File: src/rtl/fft_modulus_fifo_reader.sv
// Purpose : drains the FFT modulus FIFO into a valid/ready stream tagged with bin/last,
//           and reports the per-frame peak modulus and its bin at each frame end.
// Latency : 2 cycles from FIFO pop to m_valid (FIFO read + skid register); 1 beat/clock sustained.
// Backpr. : m_ready low fills the 2-entry skid buffer, then pops stop; nothing is dropped.
//
// Ports:
//   rd_clk, rd_rst                  clock (also FIFO read clock), async active-high reset
//   frame_en                        1 = stream frames, 0 = stop at the next frame boundary
//   fifo_rd_en/fifo_data/fifo_empty FIFO read port (data valid the cycle after a pop)
//   fifo_oce                        FIFO output-register enable, high out of reset
//   m_valid/m_ready/m_data/m_bin/m_last   output stream
//   peak_valid/peak_mag/peak_bin    frame peak report (mag/bin held between reports)
//   frame_cnt                       completed frames, wraps
//   busy                            FSM active or words still buffered / in flight
module fft_modulus_fifo_reader #(
    parameter int DATA_W    = 32,
    parameter int FRAME_LEN = 1024,   // 2..65536
    parameter int BIN_W     = 10,     // 2**BIN_W >= FRAME_LEN
    parameter int FCNT_W    = 16
) (
    input  logic              rd_clk,
    input  logic              rd_rst,
    input  logic              frame_en,
    output logic              fifo_rd_en,
    input  logic [DATA_W-1:0] fifo_data,
    input  logic              fifo_empty,
    output logic              fifo_oce,
    output logic              m_valid,
    input  logic              m_ready,
    output logic [DATA_W-1:0] m_data,
    output logic [BIN_W-1:0]  m_bin,
    output logic              m_last,
    output logic              peak_valid,
    output logic [DATA_W-1:0] peak_mag,
    output logic [BIN_W-1:0]  peak_bin,
    output logic [FCNT_W-1:0] frame_cnt,
    output logic              busy
);

    localparam logic [BIN_W-1:0]  LAST_BIN = BIN_W'(FRAME_LEN - 1);
    localparam logic [BIN_W-1:0]  BIN_ONE  = BIN_W'(1);
    localparam logic [FCNT_W-1:0] FCNT_ONE = FCNT_W'(1);

    typedef enum logic [1:0] {IDLE, RUN, STOP} state_t;

    state_t            state, state_nxt;
    logic              allow;
    logic [1:0]        occ;        // skid entries held
    logic              infl;       // pop issued last cycle; its word lands this cycle
    logic [DATA_W-1:0] skid0;      // head entry, drives m_data
    logic [DATA_W-1:0] skid1;
    logic [BIN_W-1:0]  pop_cnt;    // pops issued within the current frame
    logic [DATA_W-1:0] run_mag;
    logic [BIN_W-1:0]  run_bin;
    logic              beat;
    logic              take;
    logic [DATA_W-1:0] cand_mag;
    logic [BIN_W-1:0]  cand_bin;
    logic [2:0]        fill_now;
    logic [2:0]        fill_lim;

    assign fifo_oce = ~rd_rst;
    assign m_valid  = (occ != 2'd0);
    assign m_data   = skid0;
    assign m_last   = (m_bin == LAST_BIN);
    assign beat     = m_valid & m_ready;
    assign busy     = (state != IDLE) | (occ != 2'd0) | infl;

    // Pop only if the word it brings can still find a free entry once this
    // cycle's landing word and departing beat are accounted for.
    assign fill_now   = {1'b0, occ} + {2'b00, infl};
    assign fill_lim   = 3'd2 + {2'b00, beat};
    assign fifo_rd_en = allow & ~fifo_empty & (fill_now < fill_lim);

    // ---------------- frame FSM ----------------
    always_ff @(posedge rd_clk or posedge rd_rst) begin
        if (rd_rst) state <= IDLE;
        else        state <= state_nxt;
    end

    always_comb begin
        state_nxt = state;
        allow     = 1'b0;
        case (state)
            IDLE: begin
                if (frame_en) state_nxt = RUN;
            end
            RUN: begin
                // When stopping exactly at a boundary, do not open a new frame.
                allow = frame_en | (pop_cnt != '0);
                if (!frame_en) state_nxt = (pop_cnt == '0) ? IDLE : STOP;
            end
            STOP: begin
                // Finish the partial frame; frame_en returning resumes without a gap.
                allow = frame_en | (pop_cnt != '0);
                if (frame_en)
                    state_nxt = RUN;
                else if ((pop_cnt == '0) || (fifo_rd_en && (pop_cnt == LAST_BIN)))
                    state_nxt = IDLE;
            end
            default: state_nxt = IDLE;
        endcase
    end

    // ---------------- pop bookkeeping ----------------
    always_ff @(posedge rd_clk or posedge rd_rst) begin
        if (rd_rst) begin
            infl    <= 1'b0;
            pop_cnt <= '0;
        end else begin
            infl <= fifo_rd_en;
            if (fifo_rd_en) pop_cnt <= (pop_cnt == LAST_BIN) ? '0 : pop_cnt + BIN_ONE;
        end
    end

    // ---------------- 2-entry skid buffer ----------------
    // Push comes from the word landing this cycle (infl), pop is the output beat.
    always_ff @(posedge rd_clk or posedge rd_rst) begin
        if (rd_rst) begin
            occ   <= 2'd0;
            skid0 <= '0;
            skid1 <= '0;
        end else begin
            case ({infl, beat})
                2'b10: begin
                    if (occ == 2'd0) skid0 <= fifo_data;
                    else             skid1 <= fifo_data;
                    occ <= occ + 2'd1;
                end
                2'b01: begin
                    skid0 <= skid1;
                    occ   <= occ - 2'd1;
                end
                2'b11: begin
                    if (occ == 2'd1) begin
                        skid0 <= fifo_data;
                    end else begin
                        skid0 <= skid1;
                        skid1 <= fifo_data;
                    end
                end
                default: ;
            endcase
        end
    end

    // ---------------- bin tag and peak tracking ----------------
    // Bin 0 always seeds the running peak; later bins need a strict win so
    // the first occurrence of the maximum keeps its bin.
    assign take     = (m_bin == '0) || (m_data > run_mag);
    assign cand_mag = take ? m_data : run_mag;
    assign cand_bin = take ? m_bin  : run_bin;

    always_ff @(posedge rd_clk or posedge rd_rst) begin
        if (rd_rst) begin
            m_bin      <= '0;
            run_mag    <= '0;
            run_bin    <= '0;
            peak_valid <= 1'b0;
            peak_mag   <= '0;
            peak_bin   <= '0;
            frame_cnt  <= '0;
        end else begin
            peak_valid <= beat & m_last;
            if (beat) begin
                m_bin   <= m_last ? '0 : m_bin + BIN_ONE;
                run_mag <= cand_mag;
                run_bin <= cand_bin;
                if (m_last) begin
                    peak_mag  <= cand_mag;
                    peak_bin  <= cand_bin;
                    frame_cnt <= frame_cnt + FCNT_ONE;
                end
            end
        end
    end

endmodule
File: config.mk
export PLATFORM = sky130hd
export DESIGN_NAME = fft_modulus_fifo_reader
export DESIGN_NICKNAME = d
export VERILOG_FILES = /design/src/rtl/fft_modulus_fifo_reader.sv
export SDC_FILE = /design/constraint.sdc
export NUM_CORES = 1
export LEC_CHECK = 0
export ABC_CLOCK_PERIOD_IN_PS = 11300
export CAP_MARGIN = 10
export CORE_MARGIN = 2
export CORE_UTILIZATION = 25
export CTS_CLUSTER_DIAMETER = 120
export DETAILED_ROUTE_END_ITERATION = 16
export HOLD_SLACK_MARGIN = 0.02
export PLACE_DENSITY = 0.44
export SYNTH_ARGS = -nofsm -noshare
export SYNTH_HDL_FRONTEND = slang
export SYNTH_SLANG_ARGS = --single-unit
export TNS_END_PERCENT = 5
File: constraint.sdc
create_clock -name rd_clk -period 11.3 [get_ports rd_clk]
set_clock_uncertainty 0.15 [all_clocks]
set_input_delay 3.39 -clock rd_clk [delete_from_list [all_inputs] [get_ports rd_clk]]
set_output_delay 3.39 -clock rd_clk [all_outputs]
set_load 0.01 [all_outputs]
# Word-level counts from Yosys, hierarchy flattened
# Index checks and enable logic that the tools add are counted.
# W data, S select, Z words.
# word_totals
reg_bits,190
word_cells,81
output_inout_bits,106
# op_classes
muxes,18
n_addsub,7
n_eq_ne,14
magnitude_cmp,2
bitwise_logic,9
n_reduce_logical,18
# op_table
cell,count
$mux W32,5
$pmux W32 S3,1
$pmux W32 S2,1
$gt A32 B32 Y1,1
$mux W10,3
$add A10 B1 Y10 const B,2
$eq A10 B10 Y1 const B,2
$logic_not A10 Y1,2
$add A16 B1 Y16 const B,1
$mux W2,5
$ne A2 B2 Y1 const B,5
$reduce_bool A10 Y1,1
$reduce_bool A2 Y1,4
$eq A2 B1 Y1 const B,3
$eq A2 B2 Y1 const B,3
$pmux W2 S3,1
$reduce_and A3 Y1,2
$and A1 B1 Y1,4
$logic_not A2 Y1,2
$pmux W2 S2,1
$reduce_and A2 Y1,2
$add A2 B1 Y3,1
$add A2 B1 Y3 const A,1
$lt A3 B3 Y1,1
10 further kinds,14

# Logic depth before layout (Yosys ltp)
# Gate-level depths: netlist of the first run.
# depth
word_depth,10
mapped_depth,12
mapped_depth_nobuf,10

# Least setup slack after synthesis of the first run
# Ideal clock, no wire load.
# synth_path
path_kind,input to output
from,input port rd_rst
to,output port fifo_oce
arrival_ns,7.349
cell_stages,1
n_path_buf,0
slack_ns,0.411
required_ns,7.760
cell_sequence,inv_1
# synth_between
elab_chain_len,1
# synth_rtl
item,line_no,rtl
"start, declared",22,"input logic rd_rst,"
$not A1 Y1,62,assign fifo_oce = ~rd_rst;
"end, declared",27,"output logic fifo_oce,"
# Every way passes these cells.

# Worst setup path in the final report of the first run
# layout_path
from,input port m_ready
to,output port fifo_rd_en
# layout_between
elab_chain_len,4
# layout_rtl
item,line_no,rtl
"start, declared",29,"input logic m_ready,"
$and A1 B1 Y1,66,assign beat = m_valid & m_ready;
$add A2 B1 Y3,72,"assign fill_lim = 3'd2 + {2'b00, beat};"
$lt A3 B3 Y1,73,assign fifo_rd_en = allow & ~fifo_empty & (fill_now < fill_lim);
$and A1 B1 Y1,73,
"end, declared",24,"output logic fifo_rd_en,"
# Every way passes these cells.

==> impl_metrics.yaml, run 1 <==
setup_path:
  end_kind: "output port"
  cp-startpoint: "m_ready"
  crit_arrival_ns: 5.61
  timing.rr.start: "occ[0]"
  worstPathRequired_ns: 7.76
  cp_max_fo: 7
  reg2reg_slack_ns: 7.31
  start_kind: "primary input"
  path_class: "primary input to output port"
power_and_ir_drop:
  p_total_uw: 3010
  p_per_area_nw_per_um2: 255
  p_leak_uw: 0.00507
  peakVddDrop_mv: 0.159
clocking:
  cts_resized: 0
  cts-htree-levels: 4
  cts.clk_slew.worst_paths_ns: 0.07
  cts_root_buf: "clkbuf_16"
  post_cts_buffers: 0
  cts_tree: "yes"
  clkLatencyLatePin_ns: 0.44
  cts_sinks: 190
  cts_buffers: 17
  cts_hold_buffers: 0
  cts_buffer_depth: 2
global_routing:
  grt_max_degree: 76
  antenna_found_initial: 3
  grt.total_usage: 0.138
  grt_first_pass_wirelength_um: 40800
  grt_remaining_overflow: 0
  first_global_vias: 6843
outcome:
  status: "completed"
drt:
  vias: 6684
  drt_iter0_markers: 318
  wl_per_cell_um: 17.6
  first_pass_iters: 4
  ant_nets: 0
  via_per_inst: 4.60
  drc_errors: 0
  routed_wl_um: 25500
run:
  cap_violations: 0
place:
  pre_cts_slack_ns: 2.14
  hpwlAfterDp_um: 16900
  gp_congestion: 0.756
  io_buffers: 142
  place_inst: 1419
synth:
  synth_flop_cell: "dfrtp_1"
  ys_seq_area_frac: 0.513
  syn_area_per_cell_um2: 11.0
  syn_inst: 840
  synth_edf_count: 0
  synthArstFlopShare: 1.00
  ys_types: 54
  syn_nets: 925
  ys_seq_elements: 190
  netlist_area_um2: 9270
  yosysWarnings: 0
sta:
  post-route-min-period_ns: 9.15
  rsz0062_at_grt: "no"
  fmax_ghz: 0.109
  slew-limit-headroom: 0.307
  setup_viol: 0
  drv_slew: 0
  hold_violations: 0
  final.setup.tns_ns: 0
  period_share: 0.809
  worstMarginPinSlew_ns: 1.04
  setup_slack_ns: 2.15
finish:
  fin_cells: 1453
  drive_gt1_frac: 0.132
  area_delta_synth_final_pct: 27.3
  final_nets: 1055
min_path:
  hp-start: "frame_cnt[15]"
  hold_path.class: "register to register"
floorplan:
  pin_count: 143
  dieArea_um2: 38600
  die_h_um: 197
  start_util: 0.254
  core-area_um2: 36500
  die_w_um: 197
  row_count: 70
-- sequential cells by signal, indices dropped and copies added, names as in the netlist --
signal / flops
occ: 2
peak_bin: 10
state: 2
peak_valid: 1
m_data: 32
skid1: 32
peak_mag: 32
run_bin: 10
frame_cnt: 16
pop_cnt: 10
run_mag: 32
m_bin: 10
infl: 1
-- critical path: stages --
cell and delay [ns]:
clkdlybuf4s50_1 0.47, or3b_1 0.40, a2111oi_4 0.44, o21a_1 0.32, clkdlybuf4s50_1 0.58
-- cell usage in the layout, fill, tap and decap left out, types with 3 or more instances in the layout --
master,n
dfrtp_1,190
o311ai_0,30
nor3_1,5
mux2_4,30
a21oi_1,25
diode_2,3
nand2_1,108
ha_1,48
a31oi_1,4
nor2b_1,7
a22oi_1,31
nor2_1,39
xor2_1,9
clkdlybuf4s50_1,142
xnor2_1,21
clkinv_2,3
buf_4,11
nand3_1,14
o211ai_1,39
mux2_2,44
and3_1,4
nor4_1,3
inv_1,50
o21ai_0,44
nand4_1,12
clkbuf_16,17
-- synth_stat cells, drive strengths merged, types with 2 or more instances --
cell type | count | area, µm²
mux2i | 2 | 20.0
o22ai | 2 | 12.5
xnor2 | 21 | 184
o21ai | 47 | 239
a21oi | 26 | 130
dfrtp | 190 | 4750
o311ai | 30 | 263
o211ai | 39 | 293
nand3 | 14 | 70.1
nand2 | 110 | 413
ha | 48 | 601
nor3 | 5 | 25.0
xor2 | 9 | 78.8
buf | 12 | 77.6
nand4b | 2 | 17.5
nor2 | 39 | 146
o211a | 2 | 20.0
and4 | 2 | 17.5
nor2b | 7 | 43.8
a31oi | 4 | 25.0
nor4 | 5 | 52.6
and3 | 4 | 25.0
nand2b | 2 | 12.5
inv | 53 | 199
mux2 | 75 | 957
nand4 | 13 | 87.6
clkbuf | 30 | 113
a22oi | 31 | 233
-- layer usage --
layer,global-route usage,part of all wire,vias to the layer above
met3,0.0335,0.041,9
met2,0.223,0.47,98
met4,0.0370,0.0088,0
li1,-,-,3278
met1,0.184,0.48,3299
met5,0,0,-
-- path summary, 6_finish.rpt --
path	endpoint	cells after the start
worst min-delay path	frame_cnt[15]	1
worst max register to register	frame_cnt[8]	12
min in group asynchronous	frame_cnt[15]	2
worst max-delay path	fifo_rd_en	5
max in group asynchronous	pop_cnt[2]	4
worst min register to register	frame_cnt[15]	1
-- area by class of cell --
class | count | area (µm²)
diodes | 3 | 7.51
clock buffers | 19 | 443
clock inverters | 12 | 136
fillers | 3647 | 24700
inverters | 54 | 210
multi-input cells | 554 | 4160
flip-flops and latches | 190 | 4750
well taps | 468 | 586
repair buffers | 153 | 1500
-- through the flow --
step | util | hold slack [ns] | instance area, µm²
floorplan | - | 0.313 | 9270
global placement | 0.307 | 0.312 | 11200
detailed placement | 0.307 | 0.313 | 11200
CTS | 0.323 | 0.326 | 11800
global route | 0.323 | 0.354 | 11800
finish | 0.323 | 0.317 | 11800
-- kinds of logic after synthesis --
| family | after synthesis | synth area share |
|---|---|---|
| simple gates | 206 | 0.101 |
| xor+xnor | 30 | 0.0284 |
| flops | 190 | 0.513 |
| fa+ha+maj | 48 | 0.0648 |
| mux | 77 | 0.105 |
| compound gates | 193 | 0.145 |
| buf+inv | 96 | 0.0424 |
-- where the power goes --
part	switching, µW	internal [µW]	leakage, µW
registers	199	890	0.00244
clock network	275	333	0.000282
logic	716	601	0.00234
total	1190	1820	0.00507
Note: power is estimated with default switching activity, not from simulation.
==> run 2, diff against run 1 <==
--- a/config.mk
+++ b/config.mk
@@ -5,14 +5,14 @@
 export SDC_FILE = /design/constraint.sdc
 export NUM_CORES = 1
 export LEC_CHECK = 0
-export ABC_CLOCK_PERIOD_IN_PS = 11300
+export ABC_CLOCK_PERIOD_IN_PS = 7400
 export CAP_MARGIN = 10
 export CORE_MARGIN = 2
 export CORE_UTILIZATION = 25
 export CTS_CLUSTER_DIAMETER = 120
 export DETAILED_ROUTE_END_ITERATION = 16
 export HOLD_SLACK_MARGIN = 0.02
-export PLACE_DENSITY = 0.44
+export PLACE_DENSITY = 0.46
 export SYNTH_ARGS = -nofsm -noshare
 export SYNTH_HDL_FRONTEND = slang
 export SYNTH_SLANG_ARGS = --single-unit
==> constraint.sdc (replaced) <==
create_clock -name rd_clk -period 7.4 [get_ports rd_clk]
set_clock_uncertainty 0.15 [all_clocks]
set_input_delay 2.22 -clock rd_clk [delete_from_list [all_inputs] [get_ports rd_clk]]
set_output_delay 2.22 -clock rd_clk [all_outputs]
set_load 0.01 [all_outputs]
==> run 2 against run 1 <==
Sequential cell count unchanged. Count of clock-buffer cells in the layout unchanged. Combinational power increased by 53%. Total power increased by 55%. Die area unchanged. Final area increased by 0.35%. Utilization increased by 0.11 points. Via count increased by 1.8%. Sequential share of layout area decreased by 0.14 points. Clock power increased by 60%. Critical path type unchanged. Critical endpoint unchanged.
==> impl_metrics.yaml, run 2 (synthesized netlist as in run 1, its figures left out) <==
finish:
  final_common_cell: "dfrtp_1"
  fill_cells: 3676
  fin_util: 0.324
  final_nets: 1056
  area_delta_synth_final_pct: 27.8
  fin_cells: 1454
  final_cell_mix: "dfrtp_1, clkdlybuf4s50_1, nand2_1"
  drive_gt1_frac: 0.133
min_path:
  hp-start: "frame_cnt[15]"
  worstHoldEndpoint: "frame_cnt[15]"
  hold_path.class: "register to register"
  min_path_cells: 1
sta:
  drv_slew: 0
  period_share: 0.919
  hold_violations: 0
  slew-limit-headroom: 0.323
  post-route-min-period_ns: 6.80
  final.setup.tns_ns: 0
  setup_viol: 0
  rsz0062_at_grt: "no"
  fmax_ghz: 0.147
  whs_ns: 0.317
  worstMarginPinSlew_ns: 1.02
clocking:
  cts_resized: 0
  cts_buffers: 17
  cts-htree-levels: 4
  clkLatencyLatePin_ns: 0.44
  cts.clk_slew.worst_paths_ns: 0.07
  cts_buffer_depth: 2
  cts_sinks: 190
  post_cts_buffers: 0
  cts_root_buf: "clkbuf_16"
  cts_tree: "yes"
  cts_hold_buffers: 0
setup_path:
  crit_arrival_ns: 4.43
  crit_slowest_cell: "clkdlybuf4s50_1"
  worst_path_most_repeated_cell: "clkdlybuf4s50_1"
  end_kind: "output port"
  reg2regPathDepth: 8
  worstPathRequired_ns: 5.03
  start_kind: "primary input"
  path_cells: "clkdlybuf4s50_1 -> or3b_1 -> a2111oi_4 -> o21a_1 -> clkdlybuf4s50_1"
  reg2reg_slack_ns: 3.79
  max_stage_delay_ns: 0.58
  path_class: "primary input to output port"
  r2r-end: "run_mag[27]"
  timing.rr.start: "m_data[14]"
  cp_max_fo: 7
drt:
  routed_wl_um: 26000
  wl_met3_um: 1250
  dr.max_layer_used: "met5"
  first_pass_iters: 4
  drc_errors: 0
  via_per_inst: 4.68
  ant_nets: 0
  drt_iter0_markers: 316
  route.met2.wl_um: 12400
  met1_length_um: 12000
  wl_per_cell_um: 17.9
  vias: 6806
run:
  cap_violations: 0
place:
  gp_congestion: 0.752
  io_buffers: 142
  place_inst: 1420
  hpwlAfterDp_um: 17200
global_routing:
  grt_first_pass_wirelength_um: 41400
  first_global_vias: 6925
  grt_remaining_overflow: 0
  grt_max_degree: 149
  antenna_found_initial: 3
  grt.total_usage: 0.140
outcome:
  status: "completed"
floorplan:
  core-area_um2: 36500
  die_h_um: 197
  row_count: 70
  die_w_um: 197
  dieArea_um2: 38600
  pin_count: 143
  start_util: 0.254
power_and_ir_drop:
  p_leak_uw: 0.00508
  p_total_uw: 4660
  peakVddDrop_mv: 0.175
  p_per_area_nw_per_um2: 394
[run 2: power breakdown]
group          switching (µW)  internal, µW
Sequential                305          1360
Clock                     431           543
Combinational            1100           919
Total                    1840          2820
[run 2: worst max path at each step]
stage | from | end | cells past startpoint
floorplan | rd_rst | fifo_oce | 1
global placement | m_ready | fifo_rd_en | 5
detailed placement | m_ready | fifo_rd_en | 5
CTS | m_ready | fifo_rd_en | 5
global route | m_ready | fifo_rd_en | 5
finish | m_ready | fifo_rd_en | 5
[run 2: metal layers]
| layer | track usage | vias to the layer above |
|---|---|---|
| li1 | - | 3264 |
| met4 | 0.0491 | 2 |
| met3 | 0.0335 | 21 |
| met2 | 0.226 | 126 |
| met5 | 0 | - |
| met1 | 0.184 | 3393 |
[run 2: cell type report]
| type | instances | area (µm²) | share of cell area |
|---|---|---|---|
| Clock buffer | 19 | 443 | 0.0374 |
| Sequential cell | 190 | 4750 | 0.402 |
| Multi-Input combinational cell | 554 | 4160 | 0.351 |
| Timing Repair Buffer | 154 | 1520 | 0.129 |
| Antenna cell | 3 | 7.51 | 0.000634 |
| Inverter | 54 | 206 | 0.0174 |
| Clock inverter | 12 | 161 | 0.0136 |
| Tap cell | 468 | 586 | 0.0495 |
[run 2: through the flow]
stage | area [µm²] | setup WS [ns]
floorplan | 9270 | 0.482
global placement | 11200 | 0.635
detailed placement | 11200 | 0.612
CTS | 11800 | 0.600
global route | 11800 | 0.523
finish | 11800 | 0.601
[run 2: worst max-delay path: cells and delay by family]
kind | cells | cell delay [ns]
AOI/OAI and AO/OA | 2 | 0.76
buffers and inverters | 2 | 1.05
and+or+nand+nor | 1 | 0.40
==> run 3, diff against run 2 <==
--- a/config.mk
+++ b/config.mk
@@ -6,7 +6,6 @@
 export NUM_CORES = 1
 export LEC_CHECK = 0
 export ABC_CLOCK_PERIOD_IN_PS = 7400
-export CAP_MARGIN = 10
 export CORE_MARGIN = 2
 export CORE_UTILIZATION = 25
 export CTS_CLUSTER_DIAMETER = 120
==> results of run 3 <==
Final layout, timing and power as in run 2 (identical DEF).
